File: src/rtl/uart_alu_interface_if.sv
// rtl/uart_alu_interface_if.sv - FIFO, ALU and status signal bundle for uart_alu_interface
//
// Purpose: groups the RX FIFO, TX FIFO, ALU and status signals of the
// UART-to-ALU host controller so they travel as one port.
// Signals:
//   rx_empty, r_data, rd_uart : RX FIFO (first-word-fall-through) side
//   tx_full, w_data, wr_uart  : TX FIFO side
//   alu_a, alu_b, alu_op      : operand/opcode registers driven to the ALU
//   alu_result                : combinational ALU result
//   busy, frame_err           : controller status
// Modports:
//   master : the controller (drives strobes, operands, status)
//   slave  : the environment (FIFOs, ALU, observers)
interface uart_alu_interface_if #(
  parameter int DBIT  = 8,
  parameter int NB_OP = 6
);
  logic             rx_empty;
  logic [DBIT-1:0]  r_data;
  logic             rd_uart;
  logic             tx_full;
  logic [DBIT-1:0]  w_data;
  logic             wr_uart;
  logic [DBIT-1:0]  alu_a;
  logic [DBIT-1:0]  alu_b;
  logic [NB_OP-1:0] alu_op;
  logic [DBIT-1:0]  alu_result;
  logic             busy;
  logic             frame_err;

  modport master (
    input  rx_empty, r_data, tx_full, alu_result,
    output rd_uart, w_data, wr_uart, alu_a, alu_b, alu_op, busy, frame_err
  );

  modport slave (
    output rx_empty, r_data, tx_full, alu_result,
    input  rd_uart, w_data, wr_uart, alu_a, alu_b, alu_op, busy, frame_err
  );
endinterface

File: src/rtl/uart_alu_interface.sv
// rtl/uart_alu_interface.sv - UART host controller: 3-byte command frames to ALU, 1-byte response
//
// Purpose: pops opcode, operand A and operand B from the RX FIFO, holds them
// on the external combinational ALU, latches the result and pushes it into
// the TX FIFO. A frame stalled between bytes for TIMEOUT_CYC cycles is
// dropped and flagged with a one-cycle frame_err pulse.
// Ports:
//   clk   : system clock, rising edge
//   reset : asynchronous, active-low reset
//   bus   : uart_alu_interface_if.master (FIFO handshakes, ALU operands,
//           ALU result, busy, frame_err)
module uart_alu_interface #(
  parameter int DBIT        = 8,
  parameter int NB_OP       = 6,
  parameter int TIMEOUT_CYC = 1000000,
  parameter int TO_BITS     = 20
) (
  input  logic                  clk,
  input  logic                  reset,
  uart_alu_interface_if.master  bus
);

  typedef enum logic [2:0] {
    IDLE  = 3'd0,
    GET_A = 3'd1,
    GET_B = 3'd2,
    EXEC  = 3'd3,
    SEND  = 3'd4
  } state_t;

  localparam logic [TO_BITS-1:0] CNT_LAST = TO_BITS'(TIMEOUT_CYC - 1);

  state_t             state_q, state_d;
  logic [NB_OP-1:0]   op_q, op_d;
  logic [DBIT-1:0]    a_q, a_d;
  logic [DBIT-1:0]    b_q, b_d;
  logic [DBIT-1:0]    res_q, res_d;
  logic [TO_BITS-1:0] cnt_q, cnt_d;
  logic               ferr_q, ferr_d;

  logic rx_state;
  logic accept;
  logic expired;

  // A byte is taken whenever a receive state sees a non-empty FIFO; this is
  // also the pop strobe, so capture and pop share one edge.
  assign rx_state = (state_q == IDLE) || (state_q == GET_A) || (state_q == GET_B);
  assign accept   = rx_state && !bus.rx_empty;
  // Expiry loses to an arriving byte in the same cycle.
  assign expired  = ((state_q == GET_A) || (state_q == GET_B)) && !accept && (cnt_q == CNT_LAST);

  always_ff @(posedge clk or negedge reset) begin
    if (!reset) begin
      state_q <= IDLE;
      op_q    <= '0;
      a_q     <= '0;
      b_q     <= '0;
      res_q   <= '0;
      cnt_q   <= '0;
      ferr_q  <= 1'b0;
    end else begin
      state_q <= state_d;
      op_q    <= op_d;
      a_q     <= a_d;
      b_q     <= b_d;
      res_q   <= res_d;
      cnt_q   <= cnt_d;
      ferr_q  <= ferr_d;
    end
  end

  always_comb begin
    state_d = state_q;
    op_d    = op_q;
    a_d     = a_q;
    b_d     = b_q;
    res_d   = res_q;
    cnt_d   = '0;
    ferr_d  = 1'b0;

    case (state_q)
      IDLE: begin
        if (accept) begin
          op_d    = bus.r_data[NB_OP-1:0];
          state_d = GET_A;
        end
      end
      GET_A: begin
        if (accept) begin
          a_d     = bus.r_data;
          state_d = GET_B;
        end else if (expired) begin
          state_d = IDLE;
          ferr_d  = 1'b1;
        end else begin
          cnt_d = cnt_q + 1'b1;
        end
      end
      GET_B: begin
        if (accept) begin
          b_d     = bus.r_data;
          state_d = EXEC;
        end else if (expired) begin
          state_d = IDLE;
          ferr_d  = 1'b1;
        end else begin
          cnt_d = cnt_q + 1'b1;
        end
      end
      EXEC: begin
        // Operands have been stable on the ALU since the GET_B edge.
        res_d   = bus.alu_result;
        state_d = SEND;
      end
      SEND: begin
        if (!bus.tx_full) begin
          state_d = IDLE;
        end
      end
      default: begin
        state_d = IDLE;
      end
    endcase
  end

  assign bus.rd_uart   = accept;
  assign bus.wr_uart   = (state_q == SEND) && !bus.tx_full;
  assign bus.w_data    = res_q;
  assign bus.alu_a     = a_q;
  assign bus.alu_b     = b_q;
  assign bus.alu_op    = op_q;
  assign bus.busy      = (state_q != IDLE);
  assign bus.frame_err = ferr_q;

endmodule

File: src/flat_wrapper.sv
// flat-port wrapper written by rule: the top's interface ports become plain ports
module uart_alu_interface_flat 
#(
  parameter int DBIT        = 8,
  parameter int NB_OP       = 6,
  parameter int TIMEOUT_CYC = 1000000,
  parameter int TO_BITS     = 20
)
  (clk, reset, bus_rx_empty, bus_r_data, bus_tx_full, bus_alu_result, bus_rd_uart, bus_w_data, bus_wr_uart, bus_alu_a, bus_alu_b, bus_alu_op, bus_busy, bus_frame_err);
  uart_alu_interface_if #(.DBIT(DBIT), .NB_OP(NB_OP)) bus_i ();
  input  logic clk;
  input  logic reset;
  input wire logic [$bits(bus_i.rx_empty)-1:0] bus_rx_empty;
  input wire logic [$bits(bus_i.r_data)-1:0] bus_r_data;
  input wire logic [$bits(bus_i.tx_full)-1:0] bus_tx_full;
  input wire logic [$bits(bus_i.alu_result)-1:0] bus_alu_result;
  output wire logic [$bits(bus_i.rd_uart)-1:0] bus_rd_uart;
  output wire logic [$bits(bus_i.w_data)-1:0] bus_w_data;
  output wire logic [$bits(bus_i.wr_uart)-1:0] bus_wr_uart;
  output wire logic [$bits(bus_i.alu_a)-1:0] bus_alu_a;
  output wire logic [$bits(bus_i.alu_b)-1:0] bus_alu_b;
  output wire logic [$bits(bus_i.alu_op)-1:0] bus_alu_op;
  output wire logic [$bits(bus_i.busy)-1:0] bus_busy;
  output wire logic [$bits(bus_i.frame_err)-1:0] bus_frame_err;
  assign bus_i.rx_empty = bus_rx_empty;
  assign bus_i.r_data = bus_r_data;
  assign bus_i.tx_full = bus_tx_full;
  assign bus_i.alu_result = bus_alu_result;
  assign bus_rd_uart = bus_i.rd_uart;
  assign bus_w_data = bus_i.w_data;
  assign bus_wr_uart = bus_i.wr_uart;
  assign bus_alu_a = bus_i.alu_a;
  assign bus_alu_b = bus_i.alu_b;
  assign bus_alu_op = bus_i.alu_op;
  assign bus_busy = bus_i.busy;
  assign bus_frame_err = bus_i.frame_err;
  uart_alu_interface #(.DBIT(DBIT), .NB_OP(NB_OP), .TIMEOUT_CYC(TIMEOUT_CYC), .TO_BITS(TO_BITS)) u_core (.clk(clk), .reset(reset), .bus(bus_i));
endmodule
File: config.mk
export PLATFORM = sky130hd
export DESIGN_NAME = uart_alu_interface_flat
export DESIGN_NICKNAME = d
export VERILOG_FILES = /design/src/rtl/uart_alu_interface_if.sv /design/src/rtl/uart_alu_interface.sv /design/src/flat_wrapper.sv
export SDC_FILE = /design/constraint.sdc
export NUM_CORES = 1
export LEC_CHECK = 0
export ABC_AREA = 1
export CORE_MARGIN = 1.5
export CORE_UTILIZATION = 35
export DETAILED_ROUTE_END_ITERATION = 10
export PLACE_DENSITY = 0.67
export SYNTH_ARGS = -nofsm -noshare
export SYNTH_HDL_FRONTEND = slang
export SYNTH_SLANG_ARGS = --single-unit
export TNS_END_PERCENT = 100
File: constraint.sdc
create_clock -name clk -period 1.7 [get_ports clk]
set_clock_uncertainty 0.2 [all_clocks]
set_input_delay 0.17 -clock clk [delete_from_list [all_inputs] [get_ports clk]]
set_output_delay 0.17 -clock clk [all_outputs]
set_load 0.005 [all_outputs]
-- Word-level counts from Yosys, hierarchy flattened
Cells that the tools add are included.
- $add $sub $neg: 1
- equal/unequal tests: 7
- multiplexer cells: 12
- reduce and logical (&&, ||, !) cells: 17
- operator list (kind ; count):
    two-way mux 20 bit ; 3
    adder 20 x 1 -> 20 bit, second input constant ; 1
    equality test 20 bit, second input constant ; 1
    two-way mux 3 bit ; 5
    one-hot mux 3 bit (5 select lines) ; 1
    AND reduction 2 bit ; 4
    equality test 3 x 2 -> 1 bit, second input constant ; 2
    logical AND 1 bit ; 4
    equality test 3 x 1 -> 1 bit, second input constant ; 1
    equality test 3 bit, second input constant ; 1
    zero test 1 bit ; 3
    zero test 3 bit ; 1
    logical OR 1 bit ; 3
    two-way mux 1 bit ; 3
    nonzero test 3 bit ; 1
    inequality test 2 x 1 -> 1 bit, second input constant ; 1
    inequality test 2 bit, second input constant ; 1
    OR reduction 2 bit ; 1
- flip-flop bits (word level): 54
- bits of input ports: 20
- output and inout bits: 34
- word-level logic and storage cells: 44

-- Longest topological paths before layout
- depth in word-level cells: 10
- depth in mapped cells: 10
- depth with buffers taken out: 9

-- Worst setup path after synthesis
OpenSTA, ideal clock, no wires.
- path type: reg2reg
- start point: register u_core.cnt_q[0]
- end point: register u_core.cnt_q[14]
- library setup time: 0.118 ns
- arrival: 1.276 ns
- required time: 1.382 ns
- setup slack: 0.106 ns
- stages on the path, launching flop included: 8
- path buffers: 1
- clock period less this slack: 1.594 ns
- cells stage by stage: dfrtp_1 -> ha_1 -> nand3_1 -> nor2_1 -> nand2_1 -> nand2_2 -> buf_6 -> nor2_1
- word-level cells in the longest chain between the ends: 5
- elaborated cells on any way between the ends: 6
- those cells by class: add/sub: 1; eq/ne: 1; mux: 3; reduce/logical: 1
- RTL lines (element ; line ; text):
    from (decl) ; uart_alu_interface.sv:38 ; logic [TO_BITS-1:0] cnt_q, cnt_d;
    from (signal assigned) ; uart_alu_interface.sv:67 ; cnt_q <= cnt_d;
    branches (longest 2 deep; another with adder 20 x 1 -> 20 bit) ; -- ;
    two-way mux 20 bit (*) ; uart_alu_interface.sv:92, uart_alu_interface.sv:103 ;
    two-way mux 20 bit (*) ; uart_alu_interface.sv:89 ; if (accept) begin
    two-way mux 20 bit (*) ; -- ;
    via u_core.cnt_d[14] ; uart_alu_interface.sv:38 ;
Mark *: on every way through the listed nets, which the timed path passes.
A chain may end at the register's enable or synchronous reset.

-- Final worst setup path
- start point: register u_core.state_q[2]
- end point: output bus_rd_uart
- word-level cells in the longest chain between the ends: 4
- elaborated cells on any way between the ends: 6
- those cells by class: eq/ne: 2; reduce/logical: 4
- RTL lines (element ; line ; text):
    from (decl) ; uart_alu_interface.sv:33 ; state_t state_q, state_d;
    from (signal assigned) ; uart_alu_interface.sv:62 ; state_q <= state_d;
    equality test 3 x 1 -> 1 bit or zero test 3 bit (tied branches) ; uart_alu_interface.sv:47 ; assign rx_state = (state_q == IDLE) || (state_q == GET_A) || (state_q == GET_B);
    logical OR 1 bit ; uart_alu_interface.sv:47 ;
    logical OR 1 bit (*) ; uart_alu_interface.sv:47 ;
    logical AND 1 bit (*) ; uart_alu_interface.sv:48 ; assign accept = rx_state && !bus.rx_empty;
    to (decl) ; flat_wrapper.sv:17 ; output wire logic [$bits(bus_i.rd_uart)-1:0] bus_rd_uart;
Every way passes the cells marked *; elsewhere a longest branch is shown, timed or not.

==> reports/results.ini <==
[status]
status=complete, no violations

[die]
die_y_microns=86.45
num_rows=30
coreArea_sq_um=6756
die-area_sq_um=7474
start_util_pct=36.07
die_w_microns=86.45
io_pins=54

[power_and_ir_drop]
swShare_pct=32.35
pwr-share-clk_pct=15.6
p_int_mw=3.255
power_density_nw_per_um2=1364
ir_drop_mv=0.7285
total_power_mw=4.811
leakagePower_nw=1.565
p_sw_mw=1.557
seqPwrFrac_pct=39.6
p_comb_share_pct=44.8

[layout]
diodes=0
drive_above_1_share_pct=25.00
area_growth_syn_to_layout_pct=44.71
fin_cells=436
final_util_pct=52.20
layout.nets=376
final_area_sq_um=3527

[global_route]
gr-total-overflow=0
grt_max_degree=55
grt_pass1_wl_microns=9377
antenna_found_initial=0
grt_pass1_vias=2057
grtUsageTotal_pct=15.86

[route]
route.vias.total=2057
drcViolationCount=0
drt_iter0_drc=60
postRouteAntennaNets=0
vias_per_cell=4.718
wirelength_microns=5438
wl_met1_microns=2484
first_pass_iters=4
dr_wl_met3_microns=306
top_layer=met4
wl_met2_microns=2628
wl_per_cell_microns=12.47

[clocking]
cts_tree=yes
clk_pin_slew_ns=0.10
clk_path_buf_depth=2
worstSkewPairLatency_ns=0.31
cts.htree.levels=2
root_buffer=clkbuf_8
clock_sinks=54
cts-buffers-inserted=5

[timing]
post-route-period-util_pct=99.44
finalSetupViolations=0
min_period_ns=1.691
rsz0062_at_grt=yes
hold_viol_final=0
maxSlewViolCount=0
fmax_mhz=591.5
setup_ws_ns=0.009468
worstMarginPinSlew_ns=0.2917
slew_headroom_pct=80.40

[synthesis]
yosysWarnings=0
syn_nets=290
syn_inst=269
synth.avg_cell_area_sq_um=9.061
syn_area_sq_um=2437
synth_seq_cells=54
ys_seq_area_share_pct=55.44
synth.distinct_cells=28

[place]
gp_routability_congestion=0.9008
dp.cells=420
place_area_sq_um=3237
post-dp-hpwl_microns=3746
pre_cts_slack_ns=-0.1075
io_buffers=53

[worst_setup_path]
end_kind=output pin
crit_chain=buf_6 -> inv_6 -> nand3_4 -> nor2_4 -> a21oi_2 -> inv_2 -> buf_6
cp_slowest_stage_delay_ns=0.43
worstPathRequired_ns=1.33
critPathMostFrequentCell=buf_6
path_class=reg2out
slowest_stage=dfrtp_1
start_kind=register
crit_fanout=3
arrival_ns=1.32

[min_path]
min_path_type=in2async

[flow_run]
max-cap-violations=0

[worst max-delay path, delay by kind of cell, from the launching register on]
kind	cells	cell delay (ns)
and+or+nand+nor	2	0.10
DFF	1	0.43
buffers and inverters	4	0.35
AOI/OAI and AO/OA	1	0.14
[synthesized netlist by cell type]
cell      number  area (sq um)
nor4_1         1         6.260
and3_1         1         6.260
nand3b_1       2         15.01
o21ai_2        6         52.55
mux2_2         8         90.09
nor3b_1        1         7.510
nand3_1       12         60.06
nand2_2        3         18.77
nor2_2         1         6.260
nor2_1        47         176.4
a21oi_1       12         60.06
nand4_1        4         25.02
nor3_1         5         25.02
o21ai_0       11         55.05
xor2_1         8         70.07
a21oi_2        2         17.52
xnor2_1        1         8.760
nand3_2        1         10.01
o21bai_1       2         15.01
clkbuf_1       1         3.750
buf_2          2         10.01
nand2_1       47         176.4
ha_1           1         12.51
dfrtp_1       54          1351
buf_6          2         22.52
inv_1         30         112.6
nor2_4         1         11.26
inv_2          3         11.26
[cells by family (layout without fill, tap and decap cells)]
kind of cell / after synthesis / count (layout) / synth area share, %
muxes: 8 / 8 / 3.696
xor gates and xnor gates: 9 / 9 / 3.234
buffers and inverters: 38 / 125 / 6.571
DFF: 54 / 54 / 55.44
AOI/OAI and AO/OA: 33 / 33 / 8.213
adders and majority gates: 1 / 1 / 0.5133
and+or+nand+nor: 126 / 126 / 22.33
[area by class of cell]
class / count / area, sq um
sequential: 54 / 1354
clock buffer: 5 / 68.82
tap: 80 / 100.1
clock inverter: 3 / 22.52
fill: 640 / 3229
inverter: 33 / 128.9
timing repair buffer: 84 / 804.5
multi-input combinational: 177 / 1049
[flip-flops by register name, summed over array words and instances, names as in the netlist]
signal and flops:
u_core.state_q 3, u_core.bus.frame_err 1, u_core.bus.alu_op 6, u_core.bus.alu_b 8, u_core.bus.alu_a 8, u_core.cnt_q 20, u_core.bus.w_data 8
[power groups by stage]
stage | Clock (mW) | Sequential (mW) | Combinational, mW
finish | 0.750 | 1.90 | 2.16
global route | 0.824 | 1.96 | 2.36
CTS | 0.771 | 1.91 | 2.13
detailed placement | 0 | 1.92 | 1.97
global placement | 0 | 1.92 | 1.93
floorplan | 0 | 1.93 | 0.788
[worst paths after layout]
kind,from,to,slack [ns],depth (start not counted)
min in group clk,bus_r_data[6],u_core.bus.alu_b[6],0.20,3
worst max register to register,u_core.state_q[2],u_core.cnt_q[3],0.009,8
worst max-delay path,u_core.state_q[2],bus_rd_uart,0.009,7
worst min register to register,u_core.bus.alu_a[5],u_core.bus.alu_a[5],0.30,2
max in group asynchronous,reset,u_core.cnt_q[4],0.86,3
worst min-delay path,reset,u_core.cnt_q[19],0.18,3
[per-layer routing]
layer	vias up	GRT usage (%)
li1	1024	-
met1	991	20.54
met2	40	25.36
met3	2	5.619
met4	0	4.252
met5	-	0
[repair_timing]
action	4_1_cts	5_1_grt
hold buffers	1	0
resized for setup	26	24
endpoints found under the hold margin	54	0
pin swaps	2	3
setup buffers	6	1
endpoints found under the setup margin	9	31
[layout by cell type, fill, tap and decap left out, types with 3 or more instances in the layout]
cell	instances
inv_2	4
inv_6	3
buf_6	5
buf_12	3
a21oi_1	11
buf_4	23
xor2_1	8
mux2_2	8
nand4_1	4
nor2_4	4
inv_1	28
nor2_2	6
clkdlybuf4s50_1	49
nand2_1	47
o21ai_0	10
clkbuf_8	5
nor2_1	39
dfrtp_1	52
o21ai_2	6
nand3_1	9
[per-stage QoR]
| step | hold slack (ns) | setup TNS, ns |
|---|---|---|
| floorplan | -0.3256 | 0 |
| global placement | -0.006081 | -0.5166 |
| detailed placement | -0.01067 | -0.7796 |
| CTS | 0.1875 | -0.02743 |
| global route | 0.1892 | -0.3708 |
| finish | 0.1768 | 0 |
Note: power is estimated with default switching activity, not from simulation.
